## src/rtl/rect_flip_pkg.sv

```systemverilog
// rect_flip_pkg: shared enums and the word flip function for the rectangle flip sequencer.
package rect_flip_pkg;
  localparam int MAX_W = 64;
  typedef enum logic [1:0] {
    FLIP_PASS = 2'b00,
    FLIP_BYTE = 2'b01,
    FLIP_BIT  = 2'b10,
    FLIP_INV  = 2'b11
  } flip_mode_t;
  typedef enum logic [2:0] {
    S_IDLE,
    S_REQ_RD,
    S_WAIT_RD,
    S_FLIP,
    S_REQ_WR,
    S_WAIT_WR,
    S_ADVANCE,
    S_DONE
  } state_t;
  // Works on any word up to MAX_W bits; callers pass their lane width and lane count.
  function automatic logic [MAX_W-1:0] flip_word(input logic [MAX_W-1:0] d, input flip_mode_t m,
                                                 input int dw, input int wb);
    logic [MAX_W-1:0] r;
    logic [5:0] j;
    r = '0;
    for (int i = 0; i < MAX_W; i++) begin
      j = m == FLIP_BYTE ? 6'((wb - 1 - i / dw) * dw + i % dw) : m == FLIP_BIT ? 6'(dw * wb - 1 - i) : 6'(i);
      if (i < dw * wb) r[i] = m == FLIP_INV ? ~d[i] : d[j];
    end
    return r;
  endfunction
endpackage

```

## src/rtl/rect_flip_ctrl_if.sv

```systemverilog
// rect_flip_ctrl_if: request/response bus between the flip sequencer and the BRAM word adapter.
interface rect_flip_ctrl_if #(
  parameter int ADDR_WIDTH = 8,
  parameter int W          = 16
) ();
  logic                  st_read;
  logic                  st_write;
  logic [ADDR_WIDTH-1:0] base_addr;
  logic [W-1:0]          write_data;
  logic [W-1:0]          read_data;
  logic                  flip_ready;
  logic                  wrt_done;
  modport master (output st_read, st_write, base_addr, write_data, input read_data, flip_ready, wrt_done);
  modport slave  (input st_read, st_write, base_addr, write_data, output read_data, flip_ready, wrt_done);
endinterface

```

## src/rtl/rect_addr_gen.sv

```systemverilog
// rect_addr_gen: row/col walk over the rectangle with incremental wrap-around address arithmetic.
module rect_addr_gen
  import rect_flip_pkg::*;
#(
  parameter int ADDR_WIDTH = 8,
  parameter int WORD_BYTES = 2
) (
  input  logic                  clk,
  input  logic                  rst,
  input  logic                  load_i,
  input  logic                  step_i,
  input  logic [ADDR_WIDTH-1:0] base_i,
  input  logic [3:0]            cols_i,
  input  logic [3:0]            rows_i,
  input  logic [ADDR_WIDTH-1:0] stride_i,
  output logic [ADDR_WIDTH-1:0] addr_o,
  output logic                  last_o
);
  logic [3:0] cols_q, cols_d, rows_q, rows_d, col_q, col_d, row_q, row_d;
  logic [ADDR_WIDTH-1:0] stride_q, stride_d, row_base_q, row_base_d, addr_q, addr_d;
  logic wrap;
  always_comb begin
    wrap       = col_q == cols_q - 4'd1;
    cols_d     = load_i ? cols_i : cols_q;
    rows_d     = load_i ? rows_i : rows_q;
    stride_d   = load_i ? stride_i : stride_q;
    col_d      = load_i ? 4'd0 : step_i ? (wrap ? 4'd0 : col_q + 4'd1) : col_q;
    row_d      = load_i ? 4'd0 : step_i && wrap ? row_q + 4'd1 : row_q;
    row_base_d = load_i ? base_i : step_i && wrap ? row_base_q + stride_q : row_base_q;
    addr_d     = load_i ? base_i :
                 step_i ? (wrap ? row_base_q + stride_q : addr_q + ADDR_WIDTH'(WORD_BYTES)) : addr_q;
  end
  always_ff @(posedge clk) begin
    if (rst) begin
      cols_q     <= '0;
      rows_q     <= '0;
      stride_q   <= '0;
      col_q      <= '0;
      row_q      <= '0;
      row_base_q <= '0;
      addr_q     <= '0;
    end else begin
      cols_q     <= cols_d;
      rows_q     <= rows_d;
      stride_q   <= stride_d;
      col_q      <= col_d;
      row_q      <= row_d;
      row_base_q <= row_base_d;
      addr_q     <= addr_d;
    end
  end
  assign addr_o = addr_q;
  assign last_o = wrap && row_q == rows_q - 4'd1;
endmodule

```

## src/rtl/rect_flip_ctrl.sv

```systemverilog
// rect_flip_ctrl: walks a BRAM rectangle, flipping each word through the adapter with a watchdog.
// Optional FLIP_CHECKSUM_EN adds a checksum output: XOR of every word written in the job.
module rect_flip_ctrl
  import rect_flip_pkg::*;
#(
  parameter int DATA_WIDTH     = 8,
  parameter int WORD_BYTES     = 2,
  parameter int ADDR_WIDTH     = 8,
  parameter int TIMEOUT_CYCLES = 64
) (
  input  logic                  clk,
  input  logic                  rst,
  input  logic                  start,
  input  logic [ADDR_WIDTH-1:0] rect_base,
  input  logic [3:0]            rect_cols,
  input  logic [3:0]            rect_rows,
  input  logic [ADDR_WIDTH-1:0] row_stride,
  input  logic [1:0]            flip_mode,
  output logic                  busy,
  output logic                  done,
  output logic                  err,
  output logic [7:0]            words_done,
  rect_flip_ctrl_if.master      bus
`ifdef FLIP_CHECKSUM_EN
  ,
  output logic [WORD_BYTES*DATA_WIDTH-1:0] checksum
`endif
);
  localparam int W    = WORD_BYTES * DATA_WIDTH;
  localparam int WD_W = $clog2(TIMEOUT_CYCLES + 1);
  state_t state_q;
  flip_mode_t mode_q;
  logic busy_q, done_q, err_q, st_read_q, st_write_q, last, load, step, empty;
  logic [7:0] words_q;
  logic [W-1:0] wdata_q, flipped;
  logic [WD_W-1:0] wd_q;
  logic [ADDR_WIDTH-1:0] addr;
`ifdef FLIP_CHECKSUM_EN
  logic [W-1:0] cks_q;
  assign checksum = cks_q;
`endif
  assign load    = state_q == S_IDLE && start;
  assign step    = state_q == S_ADVANCE;
  assign empty   = rect_cols == 4'd0 || rect_rows == 4'd0;
  assign flipped = W'(flip_word(MAX_W'(bus.read_data), mode_q, DATA_WIDTH, WORD_BYTES));
  rect_addr_gen #(.ADDR_WIDTH(ADDR_WIDTH), .WORD_BYTES(WORD_BYTES)) u_addr (
    .clk     (clk),
    .rst     (rst),
    .load_i  (load),
    .step_i  (step),
    .base_i  (rect_base),
    .cols_i  (rect_cols),
    .rows_i  (rect_rows),
    .stride_i(row_stride),
    .addr_o  (addr),
    .last_o  (last)
  );
  always_ff @(posedge clk) begin
    if (rst) begin
      state_q    <= S_IDLE;
      mode_q     <= FLIP_PASS;
      busy_q     <= 1'b0;
      done_q     <= 1'b0;
      err_q      <= 1'b0;
      st_read_q  <= 1'b0;
      st_write_q <= 1'b0;
      words_q    <= '0;
      wdata_q    <= '0;
      wd_q       <= '0;
`ifdef FLIP_CHECKSUM_EN
      cks_q      <= '0;
`endif
    end else begin
      st_read_q  <= 1'b0;
      st_write_q <= 1'b0;
      done_q     <= 1'b0;
      case (state_q)
        S_IDLE: if (start) begin
          busy_q    <= 1'b1;
          err_q     <= 1'b0;
          words_q   <= '0;
          mode_q    <= flip_mode_t'(flip_mode);
          st_read_q <= !empty;
          state_q   <= empty ? S_DONE : S_REQ_RD;
`ifdef FLIP_CHECKSUM_EN
          cks_q     <= '0;
`endif
        end
        S_REQ_RD: begin
          wd_q    <= WD_W'(TIMEOUT_CYCLES - 1);
          state_q <= S_WAIT_RD;
        end
        // Ready on the final watchdog cycle still wins over the timeout.
        S_WAIT_RD: if (bus.flip_ready) state_q <= S_FLIP;
          else if (wd_q == '0) begin
            err_q   <= 1'b1;
            state_q <= S_DONE;
          end else wd_q <= wd_q - 1'b1;
        S_FLIP: begin
          wdata_q    <= flipped;
          st_write_q <= 1'b1;
          state_q    <= S_REQ_WR;
        end
        S_REQ_WR: begin
          wd_q    <= WD_W'(TIMEOUT_CYCLES - 1);
          state_q <= S_WAIT_WR;
        end
        S_WAIT_WR: if (bus.wrt_done) begin
            words_q <= words_q + 8'd1;
            state_q <= S_ADVANCE;
`ifdef FLIP_CHECKSUM_EN
            cks_q   <= cks_q ^ wdata_q;
`endif
          end else if (wd_q == '0) begin
            err_q   <= 1'b1;
            state_q <= S_DONE;
          end else wd_q <= wd_q - 1'b1;
        S_ADVANCE: begin
          st_read_q <= !last;
          state_q   <= last ? S_DONE : S_REQ_RD;
        end
        default: begin
          done_q  <= 1'b1;
          busy_q  <= 1'b0;
          state_q <= S_IDLE;
        end
      endcase
    end
  end
  assign busy           = busy_q;
  assign done           = done_q;
  assign err            = err_q;
  assign words_done     = words_q;
  assign bus.st_read    = st_read_q;
  assign bus.st_write   = st_write_q;
  assign bus.base_addr  = addr;
  assign bus.write_data = wdata_q;
endmodule

```

## src/flat_wrapper.sv

```systemverilog
// flat-port wrapper written by rule: the top's interface ports become plain ports
module rect_flip_ctrl_flat import rect_flip_pkg::*;
#(
  parameter int DATA_WIDTH     = 8,
  parameter int WORD_BYTES     = 2,
  parameter int ADDR_WIDTH     = 8,
  parameter int TIMEOUT_CYCLES = 64
)
  (clk, rst, start, rect_base, rect_cols, rect_rows, row_stride, flip_mode, busy, done, err, words_done, bus_st_read, bus_st_write, bus_base_addr, bus_write_data, bus_read_data, bus_flip_ready, bus_wrt_done);
  rect_flip_ctrl_if #(.ADDR_WIDTH(ADDR_WIDTH), .W(16)) bus_i ();
  input  logic clk;
  input  logic rst;
  input  logic start;
  input  logic [ADDR_WIDTH-1:0] rect_base;
  input  logic [3:0] rect_cols;
  input  logic [3:0] rect_rows;
  input  logic [ADDR_WIDTH-1:0] row_stride;
  input  logic [1:0] flip_mode;
  output logic busy;
  output logic done;
  output logic err;
  output logic [7:0] words_done;
  output wire logic [$bits(bus_i.st_read)-1:0] bus_st_read;
  output wire logic [$bits(bus_i.st_write)-1:0] bus_st_write;
  output wire logic [$bits(bus_i.base_addr)-1:0] bus_base_addr;
  output wire logic [$bits(bus_i.write_data)-1:0] bus_write_data;
  input wire logic [$bits(bus_i.read_data)-1:0] bus_read_data;
  input wire logic [$bits(bus_i.flip_ready)-1:0] bus_flip_ready;
  input wire logic [$bits(bus_i.wrt_done)-1:0] bus_wrt_done;
  assign bus_st_read = bus_i.st_read;
  assign bus_st_write = bus_i.st_write;
  assign bus_base_addr = bus_i.base_addr;
  assign bus_write_data = bus_i.write_data;
  assign bus_i.read_data = bus_read_data;
  assign bus_i.flip_ready = bus_flip_ready;
  assign bus_i.wrt_done = bus_wrt_done;
  rect_flip_ctrl #(.DATA_WIDTH(DATA_WIDTH), .WORD_BYTES(WORD_BYTES), .ADDR_WIDTH(ADDR_WIDTH), .TIMEOUT_CYCLES(TIMEOUT_CYCLES)) u_core (.clk(clk), .rst(rst), .start(start), .rect_base(rect_base), .rect_cols(rect_cols), .rect_rows(rect_rows), .row_stride(row_stride), .flip_mode(flip_mode), .busy(busy), .done(done), .err(err), .words_done(words_done), .bus(bus_i));
endmodule
```

## config.mk

```make
export PLATFORM = sky130hd
export DESIGN_NAME = rect_flip_ctrl_flat
export DESIGN_NICKNAME = d
export VERILOG_FILES = /design/src/rtl/rect_flip_pkg.sv /design/src/rtl/rect_flip_ctrl_if.sv /design/src/rtl/rect_addr_gen.sv /design/src/rtl/rect_flip_ctrl.sv /design/src/flat_wrapper.sv
export SDC_FILE = /design/constraint.sdc
export NUM_CORES = 1
export LEC_CHECK = 0
export ABC_AREA = 1
export BUFFER_PORTS_ARGS = -buffer_cell sky130_fd_sc_hd__buf_2
export CELL_PAD_IN_SITES_DETAIL_PLACEMENT = 1
export CELL_PAD_IN_SITES_GLOBAL_PLACEMENT = 1
export CORE_UTILIZATION = 43
export DETAILED_ROUTE_END_ITERATION = 16
export PLACE_DENSITY = 0.9
export REMOVE_ABC_BUFFERS = 1
export SYNTH_ARGS = -nofsm -noshare
export SYNTH_HDL_FRONTEND = slang
export SYNTH_SLANG_ARGS = --single-unit
```

## constraint.sdc

```tcl
create_clock -name clk -period 2.6 [get_ports clk]
set_clock_uncertainty 0.1 [all_clocks]
set_input_delay 0.78 -clock clk [delete_from_list [all_inputs] [get_ports clk]]
set_output_delay 0.78 -clock clk [all_outputs]
set_load 0.005 [all_outputs]
```

# Word-level counts from Yosys, hierarchy flattened
# Index checks and enable logic that the tools add are counted.
[totals] register_bits=81 output_inout_bits=37 elab_cells=208
[op_classes] add_sub_neg=8 magnitude_cmp=16 eq_ne=15 mux=111 n_bitwise=17 reduce_logical=24
[op_table] cell="$lt A6 B7 Y1 const B" n=16
[op_table] cell="$bmux W1 S6" n=16
[op_table] cell="$mux W6" n=16
[op_table] cell="$mux W4" n=17
[op_table] cell="$mux W8" n=7
[op_table] cell="$mux W1" n=40
[op_table] cell="$mux W7" n=3
[op_table] cell="$pmux W3 S7" n=1
[op_table] cell="$pmux W7 S3" n=1
[op_table] cell="$mux W3" n=6
[op_table] cell="$not A1 Y1" n=17
[op_table] cell="$pmux W8 S2" n=1
[op_table] cell="$eq A3 B3 Y1 const B" n=3
[op_table] cell="$add A4 B1 Y4 const B" n=2
[op_table] cell="$add A8 B1 Y8 const B" n=1
[op_table] cell="$add A8 B2 Y8 const B" n=1
[op_table] cell="$add A8 B8 Y8" n=1
[op_table] cell="$eq A4 B4 Y1" n=2
[op_table] cell="$logic_not A4 Y1" n=2
[op_table] cell="$ne A2 B2 Y1 const B" n=4
[op_table] cell="$sub A4 B1 Y4 const B" n=2
[op_table] cell="$logic_not A7 Y1" n=1
[op_table] cell="$reduce_or A7 Y1" n=1
[op_table] cell="$sub A7 B1 Y7 const B" n=1
[op_table] cell="17 further kinds" n=29

# Longest topological paths before layout
[depth] ltp_word=6 mapped_depth=13 mapped_depth_nobuf=13

# Cells and area by module
# From an unflattened synthesis, not the netlist that was laid out.
[hier_totals] cells_unflattened=745 hier_area_um2=4820.9
[by_module_without_submodules] mod="rect_flip_ctrl" n_inst=1 cells_each=392 area_per_inst_um2=2411.1 seq_area_each_um2=820.8
[by_module_without_submodules] mod="rect_addr_gen" n_inst=1 cells_each=353 area_per_inst_um2=2409.8 seq_area_each_um2=800.8

# Worst setup path after synthesis
# OpenSTA, ideal clock, no wires.
[synth_path] kind="register -> register" startpoint="register u_core.u_addr.cols_q[0]" endpoint="register u_core.u_addr.row_base_q[7]" arrival_time_ps=1532 required_ps=2387 setup_slack_ps=856 stages_incl_launch_ff=14 cell_sequence="dfxtp_1 inv_1 ha_1 nand2_1 inv_1 nor2_1 nand2_1 nor2_2 nand3_2 buf_6 nand2_2 inv_2 nand2_1 nand2_1"
[synth_between] elab_chain_cells=4
[synth_rtl] item="start: declaration" line="rect_addr_gen.sv:19" source="logic [3:0] cols_q, cols_d, rows_q, rows_d, col_q, col_d, row_q, row_d;"
[synth_rtl] item="start signal: assignment" line="rect_addr_gen.sv:43" source="cols_q <= cols_d;"
[synth_rtl] item="$sub A4 B1 Y4" line="rect_addr_gen.sv:23" source="wrap = col_q == cols_q - 4'd1;"
[synth_rtl] item="$eq A4 B4 Y1" line="rect_addr_gen.sv:23"
[synth_rtl] item="$logic_and A1 B1 Y1" line="rect_addr_gen.sv:29" source="row_base_d = load_i ? base_i : step_i && wrap ? row_base_q + stride_q : row_base_q;"
[synth_rtl] item="$reduce_bool A2 Y1 (no line)"
[synth_rtl] item="end signal: assignment" line="rect_addr_gen.sv:48" source="row_base_q <= row_base_d;"
[synth_rtl] item="end: declaration" line="rect_addr_gen.sv:20" source="logic [ADDR_WIDTH-1:0] stride_q, stride_d, row_base_q, row_base_d, addr_q, addr_d;"
# Every way passes these cells.
# A chain may end at the register's enable or synchronous reset.

# Worst setup path in the final report
[layout_path] startpoint="register u_core.u_addr.cols_q[0]" endpoint="register u_core.u_addr.row_base_q[5]"
# Same word-level chain as after synthesis.

==> summary.txt <==
Job
  • Max_cap viols: 0

Worst hold path
  • Hold-critical path depth: 2
  • Worst Hold End: u_core.u_addr.row_base_q[0]
  • Worst hold path type: flop to flop
  • Hold wc startpoint: u_core.u_addr.row_base_q[0]

Synthesis
  • Unique cell type count in the Yosys netlist: 37
  • Post-synthesis cell area: 4742 µm²
  • Asr flop ratio synth: 0%
  • Top_reg_cell synth: dfxtp_1
  • Register area share after synthesis: 34.20%
  • Synth Warn #: 0
  • Post-Syn Instances: 715
  • Number of flops mapped to enable cells by yosys: 0
  • Mean Syn Cell Area: 6.632 µm²
  • Synth Register Bits: just over 80

Critical path
  • CP Capture Type: flop
  • Flop-to-flop setup slack: 0.35 ns
  • Slowest cell delay on critical path: 0.34 ns
  • Critical Path Fanout Max: 11
  • FF-to-FF End: u_core.u_addr.row_base_q[5]
  • CP max stage cell: dfxtp_1
  • CP Cell Sequence: inv_1 -> ha_1 -> nand2_1 -> inv_1 -> nor2_1 -> nand2_1 -> nor2_2 -> nand3_2 -> nand2_1 -> nand2_1 -> clkinv_1 -> nand2_1 -> nand2_1
  • Critical Path RT: 2.81 ns
  • RR Startpoint: u_core.u_addr.cols_q[0]
  • Critical path's most frequent cell: nand2_1
  • R2R depth: 13
  • Crit path launch type: flop
  • CP top delay family: simple AND/OR/NAND/NOR gates
  • Crit path buf inv count: 3
  • WP data arrival: 2.46 ns
  • Crit Path Class: flop to flop

Global route
  • Vias in the first global route: around 5.1k
  • First-pass GRT wire length: 23.34 mm
  • Initial antenna violation count: 2
  • Pin count of the biggest net entering global routing: 26
  • Grt ovf: 0
  • Gr usage total: 25.56%

Placement
  • Hpwl dp: 10.60 mm
  • Post-DP Area: 5254 µm²
  • RePlAce Congestion: between 0.8 and 0.9
  • Port Buf Inserts: 83
  • Placed Cells: about 900

Power
  • Clock share of power: 21.2%
  • Leak Pwr: 2.711 nW
  • PD cells: 871.0 nW/µm²
  • Sequential power share: 35.4%
  • Max IR drop VDD: around 520 µV
  • Logic gate share of total power: between 40% and 50%
  • Pint: ~0.0028 W
  • Sw Pwr: roughly 0.002 W
  • Sw Ratio: 42.17%

Die
  • Die Wd: 107.0 µm
  • Initial Utilization: a little under half
  • Core area: ~11,000 µm²
  • IO Count: 84
  • Die area: 11,450 µm²
  • Die Span Y: 107.0 µm
  • Core Rows: 37

CTS
  • Maximum buffer depth of the clock tree: 2
  • TritonCTS buffer count: 9
  • Post-CTS Resized: 0
  • Root Driver: clkbuf_8
  • Sink Count: 81
  • TritonCTS clock tree: done
  • Latest clock arrival within the worst-skew pair: 0.36 ns
  • Post-CTS Hold Fix Bufs: 0
  • Clock Pin Slew Worst Setup and Hold Paths: 0.08 ns
  • H-tree depth: 3
  • Post-CTS setup buffers: 0

Drt
  • Drt first-iter violations: between 150 and 200
  • Via count: 4,953
  • Router iterations before antenna repair: 5
  • DRT Wirelength: 14.08 mm
  • DRC viols: 0
  • Via-to-Cell Ratio: around 5.3
  • Detail Route Antenna Nets: 0
  • Routed len/inst: 15.09 µm

Layout
  • Fill count: 1,466
  • Non-filler cells, final: 933
  • Synth-to-layout area growth: 15.17%
  • Design area: between 5000 and 6000 µm²
  • Nets: 856
  • FF+latch area: roughly 1600 µm²
  • Area of the multi-input gates: 2626 µm²
  • Ant diodes: 0
  • Layout cells sized above 1: 17.44%

STA
  • Part of the cycle the worst path needs: 86.43%
  • Final Critical Period: 2.247 ns
  • Slew @ Worst Pin: 0.6430 ns
  • F_max: 445.0 MHz
  • Final setup vio count: 0
  • Final hold violations: 0
  • RSZ-0062 raised after global routing: no
  • Max-slew violation count: 0
  • Setup_tns: 0 ns
  • Max-slew headroom: 57.09%

Outcome
  • Status: finished clean
==> worst reg2reg max path, cell delays in order (launching register included) <==
cell      delay (ns)
dfxtp_1         0.34
inv_1           0.09
ha_1            0.32
nand2_1         0.08
inv_1           0.04
nor2_1          0.08
nand2_1         0.07
nor2_2          0.22
nand3_2         0.27
nand2_1         0.22
nand2_1         0.11
clkinv_1        0.13
nand2_1         0.07
nand2_1         0.06
==> stage by stage <==
| step | setup slack (ns) | util (%) | total power (W) | hold slack, ns |
|---|---|---|---|---|
| 2_1_floorplan | 0.6458 | - | 0.003120 | 0.3299 |
| 6_report | 0.3527 | 51.97 | 0.004757 | 0.3810 |
| 4_1_cts | 0.3399 | 51.97 | 0.004777 | 0.3814 |
| 3_3_place_gp | 0.5307 | 49.99 | 0.003631 | 0.3491 |
| 5_1_grt | 0.09199 | 51.97 | 0.005132 | 0.4093 |
| 3_5_place_dp | 0.3637 | 49.99 | 0.003762 | 0.3685 |
==> area by class of cell <==
class,instances,share of cell area [%]
Tap cell,136,3.116
Sequential cell,81,29.69
Multi-Input combinational cell,515,48.09
Clock inverter,2,0.6415
Clock buffer,14,3.162
Timing Repair Buffer,93,8.981
Inverter,92,6.323
==> power groups by stage <==
stage / Clock (W) / Combinational, W / Sequential (W)
floorplan: 0 / 0.00146 / 0.00166
global placement: 0 / 0.00193 / 0.00170
detailed placement: 0 / 0.00206 / 0.00171
CTS: 0.00102 / 0.00208 / 0.00168
global route: 0.00107 / 0.00235 / 0.00171
finish: 0.00101 / 0.00207 / 0.00168
==> how the worst max path moves through the flow <==
| stage | to | start | slack, ns | cells past startpoint |
|---|---|---|---|---|
| 6_report | u_core.u_addr.row_base_q[5] | u_core.u_addr.cols_q[0] | 0.35 | 13 |
| 5_1_grt | u_core.u_addr.row_base_q[4] | u_core.u_addr.cols_q[0] | 0.09 | 13 |
| 4_1_cts | u_core.u_addr.row_base_q[6] | u_core.u_addr.cols_q[0] | 0.34 | 12 |
| 3_5_place_dp | u_core.u_addr.row_base_q[3] | u_core.u_addr.cols_q[0] | 0.36 | 13 |
| 3_3_place_gp | u_core.u_addr.row_base_q[7] | u_core.u_addr.cols_q[0] | 0.53 | 13 |
| 2_1_floorplan | u_core.u_addr.row_base_q[6] | start | 0.65 | 6 |
==> kinds of logic after synthesis <==
group	synth area share [%]
AND/OR/NAND/NOR	28.71
XOR/XNOR	3.694
adder cells (fa/ha/maj)	4.644
flip-flops	34.20
AO/OA/AOI/OAI	18.34
buffers and inverters	10.42
==> cells in the mapped netlist, types with 2 or more instances <==
library cell | n | area (µm²)
o21ai_0 | 69 | 345.3
nor3_1 | 3 | 15.01
nor3_4 | 2 | 32.53
nor2_1 | 47 | 176.4
nor2_2 | 3 | 18.77
dfxtp_1 | 81 | 1622
inv_1 | 81 | 304.0
o22ai_1 | 2 | 12.51
or2_2 | 3 | 18.77
o211ai_1 | 12 | 90.09
a22o_1 | 2 | 17.52
nand4_1 | 6 | 37.54
buf_4 | 3 | 22.52
nand3b_1 | 2 | 15.01
buf_6 | 3 | 33.78
nand2_4 | 2 | 22.52
a21oi_1 | 75 | 375.4
nand2_2 | 7 | 43.79
nand3_1 | 43 | 215.2
xor2_1 | 12 | 105.1
inv_2 | 10 | 37.54
ha_1 | 16 | 200.2
nor2_4 | 2 | 22.52
nand2_1 | 191 | 716.9
xnor2_1 | 8 | 70.07
buf_2 | 7 | 35.03
clkbuf_1 | 13 | 48.80
==> per-layer routing <==
metal  part of all wire, %  GRT usage [%]  wire length (µm)
met1                    44          30.17              6213
met2                    50          46.22              7080
met3                   3.3          3.891               464
met4                   2.2          9.883               303
met5                  0.11              0                16
==> placed cells by master (no fill, tap or decap), types with 3 or more instances in the layout <==
| master | count |
|---|---|
| a21oi_1 | 75 |
| buf_2 | 83 |
| buf_4 | 10 |
| clkbuf_8 | 12 |
| dfxtp_1 | 81 |
| ha_1 | 16 |
| inv_1 | 81 |
| inv_2 | 10 |
| nand2_1 | 191 |
| nand2_2 | 7 |
| nand3_1 | 43 |
| nand4_1 | 6 |
| nor2_1 | 47 |
| nor2_2 | 3 |
| nor3_1 | 3 |
| o211ai_1 | 12 |
| o21ai_0 | 69 |
| or2_2 | 3 |
| xnor2_1 | 8 |
| xor2_1 | 12 |
==> registers in the layout (all words and copies together), names as in the netlist, 2 cells and up <==
register and count:
u_core.bus.write_data 16, u_core.u_addr.addr_o 8, u_core.u_addr.row_base_q 8, u_core.u_addr.stride_q 8, u_core.words_done 8, u_core.wd_q 7, u_core.u_addr.col_q 4, u_core.u_addr.cols_q 4
u_core.u_addr.row_q 4, u_core.u_addr.rows_q 4, u_core.state_q 3, u_core.mode_q 2
Note: power is estimated with default switching activity, not from simulation.
